$ cat config.mk
export PLATFORM = sky130hd
export DESIGN_NAME = sgm_scan_ctrl
export DESIGN_NICKNAME = d
export VERILOG_FILES = /design/src/rtl/sgm_scan_ctrl.sv
export SDC_FILE = /design/constraint.sdc
export NUM_CORES = 1
export LEC_CHECK = 0
export BUFFER_PORTS_ARGS = -buffer_cell sky130_fd_sc_hd__buf_2
export CAP_MARGIN = 20
export CORE_MARGIN = 2
export CORE_UTILIZATION = 33
export CTS_BUF_LIST = sky130_fd_sc_hd__clkbuf_4
export DETAILED_ROUTE_END_ITERATION = 7
export HOLD_SLACK_MARGIN = 0.08
export SLEW_MARGIN = 20
export SYNTH_ARGS = -nofsm -noshare
export SYNTH_HDL_FRONTEND = slang
export SYNTH_SLANG_ARGS = --single-unit
$ cat constraint.sdc
create_clock -name clk -period 7 [get_ports clk]
set_clock_uncertainty 0.05 [all_clocks]
set_input_delay 0.7 -clock clk [delete_from_list [all_inputs] [get_ports clk]]
set_output_delay 0.7 -clock clk [all_outputs]
set_load 0.02 [all_outputs]
$ cat src/rtl/sgm_scan_ctrl.sv
// Raster scan controller: accepts real image pixels only, tracks column/row,
// drives the delay-line clock-enable and the neighbour-validity flags.
module sgm_scan_ctrl #(
    parameter int DATA_WIDTH = 12,
    parameter int IMG_WIDTH  = 100,
    parameter int IMG_HEIGHT = 100,
    parameter int COL_W      = 12,
    parameter int ROW_W      = 12
) (
    input  logic                  clk,
    input  logic                  rst_n,
    input  logic                  frame_start,
    input  logic                  de_in,
    input  logic [DATA_WIDTH-1:0] data_in,
    output logic                  ce,
    output logic [DATA_WIDTH-1:0] data_out,
    output logic [COL_W-1:0]      column,
    output logic [ROW_W-1:0]      row,
    output logic                  valid_left,
    output logic                  valid_top,
    output logic                  valid_top_left,
    output logic                  valid_top_right,
    output logic                  line_end,
    output logic                  frame_end,
    output logic                  err_overrun,
    output logic                  err_underrun
);

    localparam logic [COL_W-1:0] LAST_COL = COL_W'(IMG_WIDTH - 1);
    localparam logic [ROW_W-1:0] LAST_ROW = ROW_W'(IMG_HEIGHT - 1);

    typedef enum logic [1:0] {WAIT_FRAME, LINE, PORCH, DONE} state_t;

    state_t           state;
    logic [COL_W-1:0] col_cnt;
    logic [ROW_W-1:0] row_cnt;
    logic             gap_req;

    logic             acc;
    logic             surplus;
    logic             short_line;
    logic [COL_W-1:0] acc_col;
    logic [ROW_W-1:0] acc_row;
    logic             last_col;
    logic             last_row;

    // gap_req: a line just completed and de_in has not yet dropped, so any
    // further de_in pixels belong to an overlong line, not a new one.
    always_comb begin
        acc        = 1'b0;
        surplus    = 1'b0;
        short_line = 1'b0;
        acc_col    = col_cnt;
        acc_row    = row_cnt;
        if (frame_start) begin
            acc     = de_in;
            acc_col = '0;
            acc_row = '0;
        end else begin
            case (state)
                LINE:  begin
                    acc        = de_in;
                    short_line = ~de_in;
                end
                PORCH: begin
                    acc     = de_in & ~gap_req;
                    surplus = de_in & gap_req;
                end
                DONE:  surplus = de_in;
                default: ;
            endcase
        end
        last_col = (acc_col == LAST_COL);
        last_row = (acc_row == LAST_ROW);
    end

    always_ff @(posedge clk or negedge rst_n) begin
        if (!rst_n) begin
            state           <= WAIT_FRAME;
            col_cnt         <= '0;
            row_cnt         <= '0;
            gap_req         <= 1'b0;
            ce              <= 1'b0;
            data_out        <= '0;
            column          <= '0;
            row             <= '0;
            valid_left      <= 1'b0;
            valid_top       <= 1'b0;
            valid_top_left  <= 1'b0;
            valid_top_right <= 1'b0;
            line_end        <= 1'b0;
            frame_end       <= 1'b0;
            err_overrun     <= 1'b0;
            err_underrun    <= 1'b0;
        end else begin
            data_out        <= data_in;
            ce              <= acc;
            line_end        <= acc & last_col;
            frame_end       <= acc & last_col & last_row;
            valid_left      <= acc & (acc_col != '0);
            valid_top       <= acc & (acc_row != '0);
            valid_top_left  <= acc & (acc_row != '0) & (acc_col != '0);
            valid_top_right <= acc & (acc_row != '0) & ~last_col;

            if (acc || frame_start) begin
                column <= acc_col;
                row    <= acc_row;
            end

            if (frame_start) begin
                err_overrun  <= 1'b0;
                err_underrun <= 1'b0;
            end else begin
                if (surplus)    err_overrun  <= 1'b1;
                if (short_line) err_underrun <= 1'b1;
            end

            if (acc) begin
                if (last_col) begin
                    col_cnt <= '0;
                    gap_req <= 1'b1;
                    if (last_row) begin
                        row_cnt <= acc_row;
                        state   <= DONE;
                    end else begin
                        row_cnt <= acc_row + 1'b1;
                        state   <= PORCH;
                    end
                end else begin
                    col_cnt <= acc_col + 1'b1;
                    row_cnt <= acc_row;
                    gap_req <= 1'b0;
                    state   <= LINE;
                end
            end else if (frame_start) begin
                col_cnt <= '0;
                row_cnt <= '0;
                gap_req <= 1'b0;
                state   <= PORCH;
            end else if (short_line) begin
                col_cnt <= '0;
                gap_req <= 1'b0;
                if (row_cnt == LAST_ROW) begin
                    state <= DONE;
                end else begin
                    row_cnt <= row_cnt + 1'b1;
                    state   <= PORCH;
                end
            end else if (state == PORCH && !de_in) begin
                gap_req <= 1'b0;
            end
        end
    end

endmodule

==> out/metrics.cfg <==
[run_status]
outcome = completed

[timing]
hold_ws_ps = 320.9
drv_slew = 0
period_share = 0.4732
tns_ps = 0
tightest_slew_ps = 917.7
slew_headroom = 0.3835
setup_viol = 0
setup_slack_ps = 3687
rsz0062_at_grt = no
max_freq_ghz = 0.3019
final.min_clock_period_ps = 3313
hold_violations = 0

[clock_network]
cts_hold_buf = 0
numCtsBuffers = 9
cts_resized = 0
post_cts_buffers = 0
tritoncts = yes
clk-insertion-delay-late_ps = 420
cts.clk_slew.worst_paths_ps = 130
clock_path_buffers = 2
htreeDepth = 3
cts.sinks = 72
root_buffer = clkbuf_4

[setup_path]
critPathSlowestCell = inv_1
worstPathCellList = inv_1 > ha_1 > nor2b_1 > o311ai_4 > buf_4 > inv_1 > nand3_1 > or2_2 > a31oi_1
critPathLaunch = state[0]
cp_max_fo = 35
max_stage_delay_ps = 710
critical_path_class = register to register
startpoint_type = register
timing.rr.start = state[0]
cp_data_required_time_ps = 7300
path_common_cell = inv_1
arrival_ps = 3610
critPathCaptureType = register

[synth]
synth-main-ff-cell = dfrtp_1
yosysWarningCount = 0
yosysTopAreaCell = dfrtp_1
async_reset_ff_frac = 1.000
synthTopCellsByArea = dfrtp_1 51%, nand2_1 7.6%, a21oi_1 5.0%, ha_1 2.9%, nand3_1 2.1%
synth_top_area_share = 0.5147
yosys_register_bits = 72
seq_area_frac_synth = 0.5147
synth-edff-count = 0
ys_types = 56
synth_nets = 395
netlist_area_um2 = 3501
synth_cells = 371
avgSynthCellArea_um2 = 9.436

[route]
drcViolationCount = 0
drt_wl_total_um = 8586
drtPass1Iterations = 5
viasPerCell = 5.294
ant_nets = 0
vias = 2986
wire_per_inst_um = 15.22
drtIter0Drc = 230

[floorplanning]
die_area_um2 = 11450
start_util = 0.3391
num_rows = 37
die_w_um = 107
num_io_pins = 61
fp.dieH_um = 107
core-area_um2 = 10320

[cells_and_area]
drive_gt1_frac = 0.2220
layout_common_cells = 72 x dfrtp_1, 71 x nand2_1, 60 x buf_2
num-nets-final = 447
syn2layout_area_growth_pct = 15.30
layout_commonest_cell = dfrtp_1
n_antenna_cell = 0

[global_routing]
grt_pass1_vias = 2826
grt_pass1_wl_um = 14580
grt_usage = 0.1604
antenna_found_initial = 0
gr-total-overflow = 0
grt_max_degree = 73

[place]
io_buffers = 60
place_ws_ps = 3180
hpwl_um = 5853
routabilityCongestion = 0.9388

[power_and_ir_drop]
clockPowerShare = 0.244
p_sw_mw = 0.4181
p_seq_frac = 0.462
power_density_nw_per_um2 = 258.8
vdd_ir_drop_max_v = 0.00009951
leakage_nw = 1.803
p_comb_frac = 0.294
swShare = 0.4002
internal-power_mw = 0.6265

[hold_path]
hp-start = data_in[4]
hold_class = input port to register

[job]
max-cap-violations = 0

==> sequential cells by signal, summed over array words and instances (netlist names), 2 cells and up <==
| name | count |
|---|---|
| col_cnt | 12 |
| column | 12 |
| data_out | 12 |
| row | 12 |
| row_cnt | 12 |
| state | 2 |
==> final timing paths <==
kind	end	slack, ps	cells past startpoint
worst max-delay path	col_cnt[4]	3690	9
worst min-delay path	data_out[4]	320	1
worst max register to register	col_cnt[4]	3690	9
worst min register to register	err_overrun	460	2
max in group asynchronous	col_cnt[8]	5890	2
min in group asynchronous	data_out[11]	410	2
==> through the flow <==
| stage | cells | instance area [µm²] | power (mW) | utilization |
|---|---|---|---|---|
| floorplan | 371 | 3501 | 0.6979 | - |
| global placement | 548 | 3906 | 0.7917 | 0.3784 |
| detailed placement | 548 | 3906 | 0.7983 | 0.3784 |
| CTS | 564 | 4036 | 1.054 | 0.3910 |
| global route | 564 | 4036 | 1.115 | 0.3910 |
| finish | 564 | 4036 | 1.045 | 0.3910 |
==> critical path: cells and delay by family, from the launching register on <==
kind | cells | cell delay, ps
buf+inv | 3 | 1060
simple gates | 3 | 1240
fa+ha+maj | 1 | 180
flops | 1 | 420
compound gates | 2 | 280
==> logic make-up after synthesis <==
family,count (synthesis),share of synthesized area
buf+inv,35,0.04182
compound gates,95,0.1783
mux,1,0.003216
simple gates,159,0.2309
fa+ha+maj,8,0.02859
flops,72,0.5147
xor+xnor,1,0.002502
==> Yosys cell counts (2+ instances only) <==
| master | n |
|---|---|
| dfrtp_1 | 72 |
| nand2_1 | 71 |
| a21oi_1 | 35 |
| clkbuf_1 | 19 |
| nor2_1 | 17 |
| nand3_1 | 15 |
| inv_1 | 13 |
| o21ai_0 | 12 |
| a31oi_1 | 10 |
| ha_1 | 8 |
| nor3_1 | 8 |
| nor2b_1 | 7 |
| and3_1 | 6 |
| nor4_1 | 5 |
| o21a_1 | 4 |
| or3_1 | 4 |
| or4_1 | 4 |
| a21o_1 | 3 |
| a22o_1 | 3 |
| nand2b_1 | 3 |
| nand3b_1 | 3 |
| o211ai_1 | 3 |
| o31a_1 | 3 |
| or4_4 | 3 |
| a21boi_0 | 2 |
| a22oi_1 | 2 |
| a31o_2 | 2 |
| buf_6 | 2 |
| nand4_1 | 2 |
| nor4_2 | 2 |
| o31ai_1 | 2 |
| or2_2 | 2 |
==> metal layers <==
metal / wire (µm) / track usage
met5: 0 / 0
met4: 83 / 0.04360
met3: 589 / 0.04742
met2: 3529 / 0.2179
met1: 4383 / 0.2453
==> power by group through the flow <==
stage,registers (mW),logic (mW),clock network [mW]
2_1_floorplan,0.504,0.194,0
3_3_place_gp,0.490,0.302,0
3_5_place_dp,0.491,0.307,0
4_1_cts,0.483,0.309,0.263
5_1_grt,0.490,0.345,0.280
6_report,0.483,0.307,0.254
==> area by class of cell <==
class / count / area (µm²)
fill: 1022 / 6287
clock inverter: 7 / 62.56
tap: 136 / 170.2
multi-input combinational: 264 / 1563
clock buffer: 9 / 67.56
inverter: 13 / 48.80
sequential: 72 / 1802
timing repair buffer: 63 / 322.8
Power figures use the tool's default switching activity.
